<file path="config.mk">
export PLATFORM = sky130hd
export DESIGN_NAME = interconnect_ctrl
export DESIGN_NICKNAME = d
export VERILOG_FILES = /design/src/rtl/interconnect_pkg.sv /design/src/rtl/umbral_regs.sv /design/src/rtl/interconnect_ctrl.sv
export SDC_FILE = /design/constraint.sdc
export NUM_CORES = 1
export LEC_CHECK = 0
export CAP_MARGIN = 25
export CORE_ASPECT_RATIO = 1.5
export CORE_MARGIN = 4
export CORE_UTILIZATION = 35
export CTS_CLUSTER_DIAMETER = 80
export DETAILED_ROUTE_END_ITERATION = 12
export PLACE_DENSITY = 0.76
export SLEW_MARGIN = 15
export SYNTH_ARGS = -nofsm -noshare
export SYNTH_HDL_FRONTEND = slang
export SYNTH_SLANG_ARGS = --single-unit
</file>
<file path="constraint.sdc">
create_clock -name clk -period 1.4 [get_ports clk]
set_input_delay 0.14 -clock clk [delete_from_list [all_inputs] [get_ports clk]]
set_output_delay 0.14 -clock clk [all_outputs]
set_load 0.01 [all_outputs]
</file>
<file path="src/rtl/interconnect_pkg.sv">
// Shared constants for the interconnect controller: one-hot state codes,
// FIFO flag bit positions and the default threshold width.
package interconnect_pkg;

  localparam int PTR_L_DEF = 5;
  localparam int N_FIFO    = 5;

  // Bit positions inside fifo_empty / fifo_error / errors
  localparam int FIFO_MAIN = 0;
  localparam int FIFO_VC0  = 1;
  localparam int FIFO_VC1  = 2;
  localparam int FIFO_D0   = 3;
  localparam int FIFO_D1   = 4;

  typedef enum logic [4:0] {
    ST_RESET  = 5'b00001,
    ST_INIT   = 5'b00010,
    ST_IDLE   = 5'b00100,
    ST_ACTIVE = 5'b01000,
    ST_ERROR  = 5'b10000
  } state_t;

endpackage

</file>
<file path="src/rtl/umbral_regs.sv">
// Six FIFO threshold registers; they capture the candidate values on every
// edge while load is high and hold otherwise.
module umbral_regs
  import interconnect_pkg::*;
#(
  parameter int PTR_L = PTR_L_DEF
) (
  input  logic             clk,
  input  logic             reset,
  input  logic             load,
  input  logic [PTR_L-1:0] m_full_in,
  input  logic [PTR_L-1:0] m_empty_in,
  input  logic [PTR_L-1:0] v_full_in,
  input  logic [PTR_L-1:0] v_empty_in,
  input  logic [PTR_L-1:0] d_full_in,
  input  logic [PTR_L-1:0] d_empty_in,
  output logic [PTR_L-1:0] m_full,
  output logic [PTR_L-1:0] m_empty,
  output logic [PTR_L-1:0] v_full,
  output logic [PTR_L-1:0] v_empty,
  output logic [PTR_L-1:0] d_full,
  output logic [PTR_L-1:0] d_empty
);

  always_ff @(posedge clk or negedge reset) begin
    if (!reset) begin
      m_full  <= '0;
      m_empty <= '0;
      v_full  <= '0;
      v_empty <= '0;
      d_full  <= '0;
      d_empty <= '0;
    end else if (load) begin
      m_full  <= m_full_in;
      m_empty <= m_empty_in;
      v_full  <= v_full_in;
      v_empty <= v_empty_in;
      d_full  <= d_full_in;
      d_empty <= d_empty_in;
    end
  end

endmodule

</file>
<file path="src/rtl/interconnect_ctrl.sv">
// Interconnect sequencing FSM: configures FIFO thresholds, tracks activity and
// latches FIFO errors. Optional macro UMBRAL_CHECK_EN rejects full<=empty pairs.
//
// state  | meaning
// RESET  | just out of reset, nothing configured
// INIT   | thresholds follow the *_in inputs while init is held
// IDLE   | configured, every FIFO empty
// ACTIVE | configured, at least one FIFO holds data
// ERROR  | FIFO error or bad thresholds seen; only reset leaves
module interconnect_ctrl
  import interconnect_pkg::*;
#(
  parameter int PTR_L = PTR_L_DEF
) (
  input  logic              clk,
  input  logic              reset,
  input  logic              init,
  input  logic [PTR_L-1:0]  umbral_M_full_in,
  input  logic [PTR_L-1:0]  umbral_M_empty_in,
  input  logic [PTR_L-1:0]  umbral_V_full_in,
  input  logic [PTR_L-1:0]  umbral_V_empty_in,
  input  logic [PTR_L-1:0]  umbral_D_full_in,
  input  logic [PTR_L-1:0]  umbral_D_empty_in,
  input  logic [N_FIFO-1:0] fifo_empty,
  input  logic [N_FIFO-1:0] fifo_error,
  output logic [PTR_L-1:0]  umbral_M_full,
  output logic [PTR_L-1:0]  umbral_M_empty,
  output logic [PTR_L-1:0]  umbral_V_full,
  output logic [PTR_L-1:0]  umbral_V_empty,
  output logic [PTR_L-1:0]  umbral_D_full,
  output logic [PTR_L-1:0]  umbral_D_empty,
  output logic [4:0]        state,
  output logic              idle_out,
  output logic              active_out,
  output logic              error_out,
  output logic [N_FIFO-1:0] errors
);

  state_t            state_q, state_d;
  logic [N_FIFO-1:0] errors_q;
  logic              all_empty;
  logic              any_error;
  logic              thr_bad;

  assign all_empty = fifo_empty[FIFO_MAIN] & fifo_empty[FIFO_VC0] & fifo_empty[FIFO_VC1]
                   & fifo_empty[FIFO_D0] & fifo_empty[FIFO_D1];
  assign any_error = |fifo_error;

  // Checked against the values being loaded on the exit edge, i.e. the final configuration
`ifdef UMBRAL_CHECK_EN
  assign thr_bad = (umbral_M_full_in <= umbral_M_empty_in)
                 | (umbral_V_full_in <= umbral_V_empty_in)
                 | (umbral_D_full_in <= umbral_D_empty_in);
`else
  assign thr_bad = 1'b0;
`endif

  always_ff @(posedge clk or negedge reset) begin
    if (!reset) state_q <= ST_RESET;
    else        state_q <= state_d;
  end

  always_comb begin
    state_d = state_q;
    unique case (state_q)
      ST_RESET: state_d = ST_INIT;
      ST_INIT: begin
        if (!init) state_d = thr_bad ? ST_ERROR : ST_IDLE;
      end
      ST_IDLE, ST_ACTIVE: begin
        if (any_error)      state_d = ST_ERROR;
        else if (init)      state_d = ST_INIT;
        else if (all_empty) state_d = ST_IDLE;
        else                state_d = ST_ACTIVE;
      end
      ST_ERROR: state_d = ST_ERROR;
      default:  state_d = ST_RESET;
    endcase
  end

  always_ff @(posedge clk or negedge reset) begin
    if (!reset)                  errors_q <= '0;
    else if (state_q != ST_RESET) errors_q <= errors_q | fifo_error;
  end

  umbral_regs #(.PTR_L(PTR_L)) u_umbral_regs (
    .clk        (clk),
    .reset      (reset),
    .load       (state_q == ST_INIT),
    .m_full_in  (umbral_M_full_in),
    .m_empty_in (umbral_M_empty_in),
    .v_full_in  (umbral_V_full_in),
    .v_empty_in (umbral_V_empty_in),
    .d_full_in  (umbral_D_full_in),
    .d_empty_in (umbral_D_empty_in),
    .m_full     (umbral_M_full),
    .m_empty    (umbral_M_empty),
    .v_full     (umbral_V_full),
    .v_empty    (umbral_V_empty),
    .d_full     (umbral_D_full),
    .d_empty    (umbral_D_empty)
  );

  assign state      = state_q;
  assign errors     = errors_q;
  assign idle_out   = (state_q == ST_IDLE);
  assign active_out = (state_q == ST_ACTIVE);
  assign error_out  = (state_q == ST_ERROR);

endmodule

</file>
==> metrics.txt, run 1 <==
part of the cycle the worst path needs=111.6%; total power=slightly below 6 mW; vias in the first global route=1500; Slew Viols, Final=0; P_leak=roughly 1.5 nW; Worst EP required=between 1000 and 1500 ps; FF+latch count, synth=40; overall routing resource usage=between 10% and 20%; drt pass-1 iters=4; fraction of registers with async set/reset=100.0%; final WL=4881 µm; ANT cells=0; Routed Antenna Nets=0; Seq/Total Area, Yosys=between 60% and 70%; Setup Crit Path Kind=reg2out; Synth Instances=roughly 170; fill count=just over 300; Initial Utilization=a little under two fifths; most common cell in the netlist=nand2_1; Die Y-Extent=90.95 µm; Max Cap Viol=0; io pins=86; GRT overflow=0; Syn Area/Cell=between 9 and 10 µm²; Synthesized Nets=about 220; GP Congestion=0.7625; fin nets=330; crit-path max cell delay=420 ps; CTS tree=done; first-pass GRT wire length=approximately 7200 µm; Worst Tran Pin Value=~270 ps; Post-route DRC=0; Syn Std Cell Area=around 1600 µm²; failing checks=negative setup slack; Final Skew=5.315 ps; largest net degree at the start of global routing=21; die area=5756 µm²; antenna violations before repair=0; CP max-delay cell=dfrtp_2; Clock Latency Late Sink=~280 ps; number of CTS-inserted buffers=5; Crit path max-delay family=simple AND/OR/NAND/NOR gates; Synth cell types=25; hold slack=between 200 and 300 ps; Peak Freq=639.8 MHz; Clock Path Buffers=2; Die Wd=63.30 µm; # clock sinks=40; Multi-input gate area=828.3 µm²; clock slew at reported path FFs=roughly 70 ps; Yosys top cell area share=60.80%; final setup margin=-163.1 ps; Finish-stage setup viols=35; core area=4318 µm²; Max-slew headroom=about four fifths; status=finished, violations left; number of synthesized flops with an enable pin=0; crit-path max FO=2; # H-tree levels=2; vias per inst=between 4 and 5; vias=1580; Site Rows=29; Synth Flop Type=dfrtp_1; Yosys warning count=0; Final Hold Viols=0; PortBufs=85; critical-path cell list=or3_4 -> nor3b_4 -> buf_2; top cells by count, synth=nand2_1 (95), dfrtp_1 (39), nor2_1 (6), a21o_1 (4), buf_2 (4); RSZ-0062 raised after global routing=true; Starting DRT DRC Count=40; DP HPWL=roughly 3400 µm; area delta synth->final=93.76%; startpoint class of the critical path=register; Avg WL per Cell=~15 µm; Hold WC Path Type=in2async; Power Density=between 1500 and 2000 nW/µm²; cell taking the most area after synthesis=dfrtp_1; VDD IR max=1.058 mV; clock root cell=clkbuf_8; crit end category=output pin; share of cells above drive strength 1=about a third; Synth area leaders=dfrtp_1 (61%), nand2_1 (22%), a21o_1 (1.9%); Sequential Area=1006 µm²; Buf/Inv on CP=1; post-layout min period=between 1500 and 2000 ps; Crit path arrival time=between 1000 and 1500 ps; setup TNS=-1342 ps
==> metrics by stage <==
| step | area [µm²] | worst slack [ps] | util (%) | std cells |
|---|---|---|---|---|
| CTS | 2751 | -176.7 | 63.72 | 324 |
| floorplan | 1617 | 16.06 | - | 174 |
| global route | 3110 | -218.3 | 72.04 | 333 |
| detailed placement | 2596 | -283.1 | 60.13 | 312 |
| finish | 3110 | -163.1 | 72.04 | 333 |
| global placement | 2596 | -243.1 | 60.13 | 312 |
==> what timing repair did <==
action | in CTS | in global routing
endpoints found under the hold margin | 10 | 0
buffers inserted | 4 | 6
pin swaps | 2 | 55
hold buffers | 1 | 0
gates cloned | 0 | 3
resized for setup | 34 | 70
setup endpoints to repair | 46 | 42
==> sequential cells by signal (all words and copies together), names as in the netlist <==
| register | cells |
|---|---|
| u_umbral_regs.m_full | 5 |
| u_umbral_regs.d_empty | 5 |
| u_umbral_regs.m_empty | 5 |
| u_umbral_regs.d_full | 5 |
| u_umbral_regs.v_full | 5 |
| state | 5 |
| u_umbral_regs.v_empty | 5 |
| errors | 5 |
==> layout by cell type, fill, tap and decap left out, types with 2 or more instances in the layout <==
master           count
dlygate4sd2_1        4
dfrtp_1             36
nor2_1               4
clkbuf_8             5
nor2_4               2
nand2_4             14
buf_12               2
buf_6                4
buf_2                3
a21o_1               4
nand2_1             52
clkdlybuf4s50_1     76
clkbuf_16            3
nand2_2             29
buf_4               20
dfrtp_2              3
a21oi_1              3
==> path summary, 6_finish.rpt <==
| kind | start | endpoint | slack, ps | cells after the start |
|---|---|---|---|---|
| worst max-delay path | state[4]$_DFFE_PN0P_ | active_out | -160 | 3 |
| worst max register to register | state[4]$_DFFE_PN0P_ | state[3]$_DFFE_PN0P_ | -100 | 4 |
| min in group clk | umbral_M_empty_in[0] | u_umbral_regs.m_empty[0]$_DFFE_PN0N_ | 400 | 3 |
| worst min register to register | errors[3]$_DFFE_PN0P_ | errors[3]$_DFFE_PN0P_ | 460 | 1 |
| max in group asynchronous | reset | u_umbral_regs.m_full[0]$_DFFE_PN0N_ | 590 | 3 |
| worst min-delay path | reset | u_umbral_regs.v_empty[2]$_DFFE_PN0N_ | 250 | 2 |
==> worst reg2reg max path: cells and delay by family, from the launching register on <==
family | cells | cell delay (ps)
buffers and inverters | 1 | 160
flip-flops | 1 | 420
AND/OR/NAND/NOR | 3 | 860
==> cell type report <==
type / count / area share (%)
Clock inverter: 1 / 0.1609
Multi-Input combinational cell: 126 / 26.63
Clock buffer: 6 / 2.333
Timing Repair Buffer: 114 / 36.69
Sequential cell: 40 / 32.34
Tap cell: 46 / 1.850
==> logic make-up after synthesis <==
logic type / after synthesis / synth area share [%]
compound gates: 11 / 4.442
flops: 40 / 62.43
buf+inv: 8 / 2.260
simple gates: 114 / 30.32
xor+xnor: 1 / 0.5457
==> report_power, final <==
| part | switching (mW) | leakage (nW) | internal [mW] | total (mW) |
|---|---|---|---|---|
| clock | 0.360 | 0.0410 | 0.339 | 0.698 |
| combinational | 1.53 | 0.982 | 1.79 | 3.32 |
| sequential | 0.256 | 0.472 | 1.65 | 1.90 |
| total | 2.15 | 1.49 | 3.77 | 5.92 |
==> metal layers <==
metal	share of wire (%)	vias up	GRT usage, %
li1	-	769	-
met1	37	752	17.53
met2	55	52	28.72
met3	6.1	7	5.432
met4	1.7	0	4.865
met5	0	-	0
(Power assumes the default switching activity.)
==> inputs of run 2 (changes only) <==
--- a/config.mk
+++ b/config.mk
@@ -12,6 +12,8 @@
 export CTS_CLUSTER_DIAMETER = 80
 export DETAILED_ROUTE_END_ITERATION = 12
 export PLACE_DENSITY = 0.76
+export REMOVE_ABC_BUFFERS = 1
+export SETUP_SLACK_MARGIN = 0.02
 export SLEW_MARGIN = 15
 export SYNTH_ARGS = -nofsm -noshare
 export SYNTH_HDL_FRONTEND = slang
==> run 2 against run 1 <==
Compared with the run above: the run still ends with negative setup slack left; core utilization fell by 7.3 points; highest routed layer unchanged; global-route usage barely moved; die area did not move; combinational power fell by 21%; clock skew fell by 1.4 ps.
==> metrics.txt, run 2 (synthesis results as in run 1) <==
clock slew at reported path FFs=around 70 ps; DR WL met3=250 µm; Worst Tran Pin Value=around 470 ps; GRT overflow=0; VDD IR max=1.099 mV; Power Density=1900 nW/µm²; Die Y-Extent=about 91 µm; Post-route DRC=0; part of the cycle the worst path needs=110.0%; post-layout min period=roughly 1500 ps; FF-to-FF path depth=4; hold slack=338.7 ps; Avg WL per Cell=between 10 and 15 µm; Crit path max-delay family=simple AND/OR/NAND/NOR gates; Clock Path Buffers=2; Worst EP required=1260 ps; Site Rows=29; final WL=about 4400 µm; Hold WC Path Type=in2async; PortBufs=85; Max Cap Viol=0; Starting DRT DRC Count=23; # H-tree levels=2; Worst R2R End=state[3]$_DFFE_PN0P_; vias in the first global route=approximately 1600; fill count=370; P_leak=1.362 nW; flop-to-flop setup slack=-30 ps; Initial Utilization=37.18%; final setup margin=-140.3 ps; Routed Antenna Nets=0; largest net degree at the start of global routing=23; Critical Path Source=state[4]$_DFFE_PN0P_; Multi-input gate area=614.3 µm²; vias=~1500; crit end category=output pin; Setup Crit Path Kind=reg2out; Highest Signal Layer=met4; Final Hold Viols=0; Seq pwr share=roughly 36%; Clock power frac=14.6%; Gate power share=between 40% and 50%; most common cell after layout, fill and taps aside=nand2_1; DP HPWL=between 3000 and 4000 µm; Routed met2 length=~2300 µm; share of cells above drive strength 1=15.77%; status=finished, violations left; crit-path max cell delay=between 300 and 400 ps; Sw Share=roughly a third; Setup WS pre-CTS=-349.0 ps; drt pass-1 iters=3; vias per inst=4.634; fin nets=about 320; overall routing resource usage=15.94%; crit-path max FO=2; ANT cells=0; Max-slew headroom=approximately 70%; Clock Latency Late Sink=between 200 and 300 ps; clock root cell=clkbuf_8; failing checks=negative setup slack; antenna violations before repair=0; Sw Pwr=~1.8 mW; Finish-stage setup viols=5; worst r2r src=state[4]$_DFFE_PN0P_; CP max-delay cell=dfrtp_1; Die Wd=about 63 µm; # clock sinks=40; Slew Viols, Final=0; first-pass GRT wire length=~7400 µm; io pins=86; Sequential Area=between 1000 and 1500 µm²; Peak Freq=649.2 MHz; P_int=between 3 and 4 mW; leading cell types in the layout, fill and taps excluded=nand2_1 (94), clkdlybuf4s50_1 (71), dfrtp_1 (38); area delta synth->final=74.05%; Final Skew=~3.9 ps; CTS tree=done; startpoint class of the critical path=register; wire length on met1=1760 µm; critical-path cell list=or3_4 -> nor3b_2 -> buf_2; core area=~4300 µm²; Buf/Inv on CP=1; Crit path arrival time=around 1400 ps; GP Congestion=between 0.7 and 0.8; RSZ-0062 raised after global routing=true; die area=roughly 5800 µm²; number of CTS-inserted buffers=5
[run 2: worst max-delay path by stage]
stage,to,slack [ps],cells past startpoint
after floorplan,state[1]$_DFFE_PN0P_,-250,4
after global placement,active_out,-300,3
after detailed placement,active_out,-350,3
after CTS,active_out,-160,3
after global routing,active_out,-200,3
final,active_out,-140,3
[run 2: power by group through the flow]
| stage | Clock [mW] | Sequential, mW | Combinational [mW] |
|---|---|---|---|
| after global routing | 0.849 | 1.96 | 2.91 |
| final | 0.775 | 1.90 | 2.63 |
| after detailed placement | 0 | 1.91 | 2.60 |
| after global placement | 0 | 1.88 | 2.57 |
| after CTS | 0.808 | 1.90 | 2.63 |
| after floorplan | 0 | 2.13 | 0.803 |
[run 2: metrics by stage]
step           setup TNS (ps)  utilization, %  instances  cell area (µm²)  power, mW
6_report               -340.9           64.71        325             2794      5.309
5_1_grt                -679.9           64.71        325             2794      5.719
4_1_cts                 -2245           63.08        325             2724      5.346
3_5_place_dp            -2603           60.33        313             2605      4.517
3_3_place_gp            -1670           60.33        313             2605      4.452
2_1_floorplan           -6677               -        166             1569      2.938
[run 2: layout make-up]
| type | instances | share of cell area (%) |
|---|---|---|
| repair buffers | 105 | 36.81 |
| flip-flops and latches | 40 | 35.92 |
| multi-input cells | 126 | 21.99 |
| clock buffers | 8 | 3.224 |
| well taps | 46 | 2.060 |
[run 2: what timing repair did]
item,CTS,global route
buffers inserted,3,1
hold buffers,1,0
pin swaps,4,4
endpoints found under the hold margin,17,0
gates resized for setup,23,19
setup endpoints to repair,46,47
[run 2: metal layers]
metal / track usage [%] / up-vias
li1: - / 751
met1: 18.13 / 705
met2: 28.63 / 45
met3: 4.938 / 5
met4: 4.324 / 0
met5: 0 / -
==> inputs of run 3 (changes only) <==
--- a/config.mk
+++ b/config.mk
@@ -11,6 +11,7 @@
 export CORE_UTILIZATION = 35
 export CTS_CLUSTER_DIAMETER = 80
 export DETAILED_ROUTE_END_ITERATION = 12
+export GPL_TIMING_DRIVEN = 0
 export PLACE_DENSITY = 0.76
 export REMOVE_ABC_BUFFERS = 1
 export SETUP_SLACK_MARGIN = 0.02
==> constraint.sdc (replaced) <==
create_clock -name clk -period 1.2 [get_ports clk]
set_input_delay 0.12 -clock clk [delete_from_list [all_inputs] [get_ports clk]]
set_output_delay 0.12 -clock clk [all_outputs]
set_load 0.01 [all_outputs]
==> run 3 against run 2 <==
Compared with the run above: the run still ends with negative setup slack left; clock skew is 1.8 ps higher; power is 33% higher; worst setup slack worse by 210 ps; worst hold slack better by 8.9 ps; register-to-register slack worse by 290 ps; combinational power is 44% higher; clock-buffer cell count is 1 lower; global-route usage is 1.3 points higher; largest power group unchanged.
==> metrics.txt, run 3 (synthesis results as in run 1) <==
Worst EP required=between 1000 and 1500 ps; Hold WC Path Type=in2async; total power=approximately 7.1 mW; first-pass GRT wire length=~7800 µm; DR WL met3=around 270 µm; leading cell types in the layout, fill and taps excluded=nand2_1 (62), clkdlybuf4s50_1 (41), dfrtp_1 (35), dlygate4sd2_1 (35), nand2_2 (27); area delta synth->final=91.82%; Post-route DRC=0; Highest Signal Layer=met4; PortBufs=85; io pins=86; Power Density=2292 nW/µm²; Clock Path Buffers=2; RSZ-0062 raised after global routing=true; Avg WL per Cell=between 15 and 20 µm; Site Rows=29; most common cell after layout, fill and taps aside=nand2_1; CTS tree=done; Die Wd=around 63 µm; overall routing resource usage=around 17%; Routed met2 length=roughly 2900 µm; startpoint class of the critical path=register; Worst Tran Pin Value=between 500 and 600 ps; # H-tree levels=2; crit-path max FO=3; vias in the first global route=1573; GRT overflow=0; largest net degree at the start of global routing=22; VDD IR max=~1.3 mV; Worst R2R End=errors[1]$_DFFE_PN0P_; Placed Area=about 2500 µm²; Setup Crit Path Kind=reg2out; fin nets=roughly 330; Finish-stage setup viols=43; crit end category=output pin; drt pass-1 iters=4; Finished Cell Area=approximately 3100 µm²; Die Y-Extent=between 90 and 100 µm; FF-to-FF path depth=7; clock slew at reported path FFs=about 70 ps; DP HPWL=roughly 3200 µm; Final Hold Viols=0; post-layout min period=around 1600 ps; Max-slew headroom=65.31%; crit-path max cell delay=~420 ps; Slew Viols, Final=0; worst r2r src=state[4]$_DFFE_PN0P_; status=finished, violations left; Peak Freq=643.2 MHz; vias=1546; wire length on met1=roughly 1900 µm; Buf/Inv on CP=1; CP max-delay cell=dfrtp_2; share of cells above drive strength 1=between 30% and 40%; die area=about 5800 µm²; Initial Utilization=37.18%; Crit path max-delay family=simple AND/OR/NAND/NOR gates; final WL=a little over 5000 µm; core area=about 4300 µm²; ANT cells=0; Starting DRT DRC Count=32; Clock Latency Late Sink=280 ps; P_leak=1.455 nW; flop-to-flop setup slack=-320 ps; number of CTS-inserted buffers=5; Crit path arrival time=1430 ps; clock root cell=clkbuf_8; Final Skew=5.649 ps; part of the cycle the worst path needs=129.6%; # clock sinks=40; antenna violations before repair=0; critical-path cell list=or3_4 -> nor3b_4 -> buf_2; Routed Antenna Nets=0; final setup margin=-354.8 ps; failing checks=negative setup slack; GP Congestion=a little under 0.7; vias per inst=between 4 and 5; Max Cap Viol=0
## run 3: worst register-to-register path, cell delays in order, from the launching register on
cell and delay (ps):
dfrtp_2 420, buf_4 140, buf_4 130, nor3_4 180, buf_6 130, buf_12 150
nand2_8 70, a21o_2 190
## run 3: repair_timing
| action | in CTS | in global routing |
|---|---|---|
| pin swaps | 11 | 37 |
| setup buffers | 9 | 12 |
| setup endpoints to repair | 82 | 45 |
| hold buffers | 1 | 0 |
| endpoints found under the hold margin | 19 | 0 |
| gates cloned | 2 | 2 |
| resized for setup | 84 | 71 |
## run 3: final cells by class
class / instances / area [µm²]
sequential: 40 / 1007
multi-input combinational: 129 / 865.8
timing repair buffer: 109 / 1052
tap: 46 / 57.56
clock buffer: 7 / 96.34
fill: 316 / 1239
## run 3: where the power goes
part	internal, mW	switching [mW]	leakage, nW
Combinational	1.89	1.88	0.934
Clock	0.512	0.431	0.0503
Sequential	1.93	0.413	0.471
Total	4.33	2.72	1.45
## run 3: worst max path at each step
stage / startpoint / endpoint / slack (ps) / cells after the start
after floorplan: state[4]$_DFFE_PN0P_ / state[1]$_DFFE_PN0P_ / -450 / 4
after global placement: reset / u_umbral_regs.v_full[4]$_DFFE_PN0N_ / -1000 / 1
after detailed placement: state[3]$_DFFE_PN0P_ / u_umbral_regs.d_empty[2]$_DFFE_PN0N_ / -720 / 4
after CTS: state[4]$_DFFE_PN0P_ / active_out / -370 / 3
after global routing: state[4]$_DFFE_PN0P_ / active_out / -410 / 3
final: state[4]$_DFFE_PN0P_ / active_out / -350 / 3
## run 3: through the flow
step / utilization [%] / std cells / hold WS [ps] / setup WS [ps] / setup TNS (ps)
after floorplan: - / 166 / -175.6 / -454.6 / -13800
after global placement: 57.37 / 297 / 440.4 / -997.6 / -67790
after detailed placement: 58.53 / 299 / 125.7 / -721.4 / -24600
after CTS: 63.95 / 318 / 346.2 / -374.1 / -9515
after global routing: 71.31 / 331 / 353.8 / -412.5 / -14110
final: 71.31 / 331 / 347.6 / -354.8 / -11530
## run 3: metal layers
layer	up-vias	track usage, %
li1	772	-
met1	724	19.70
met2	48	31.45
met3	2	5.185
met4	0	3.784
met5	-	0
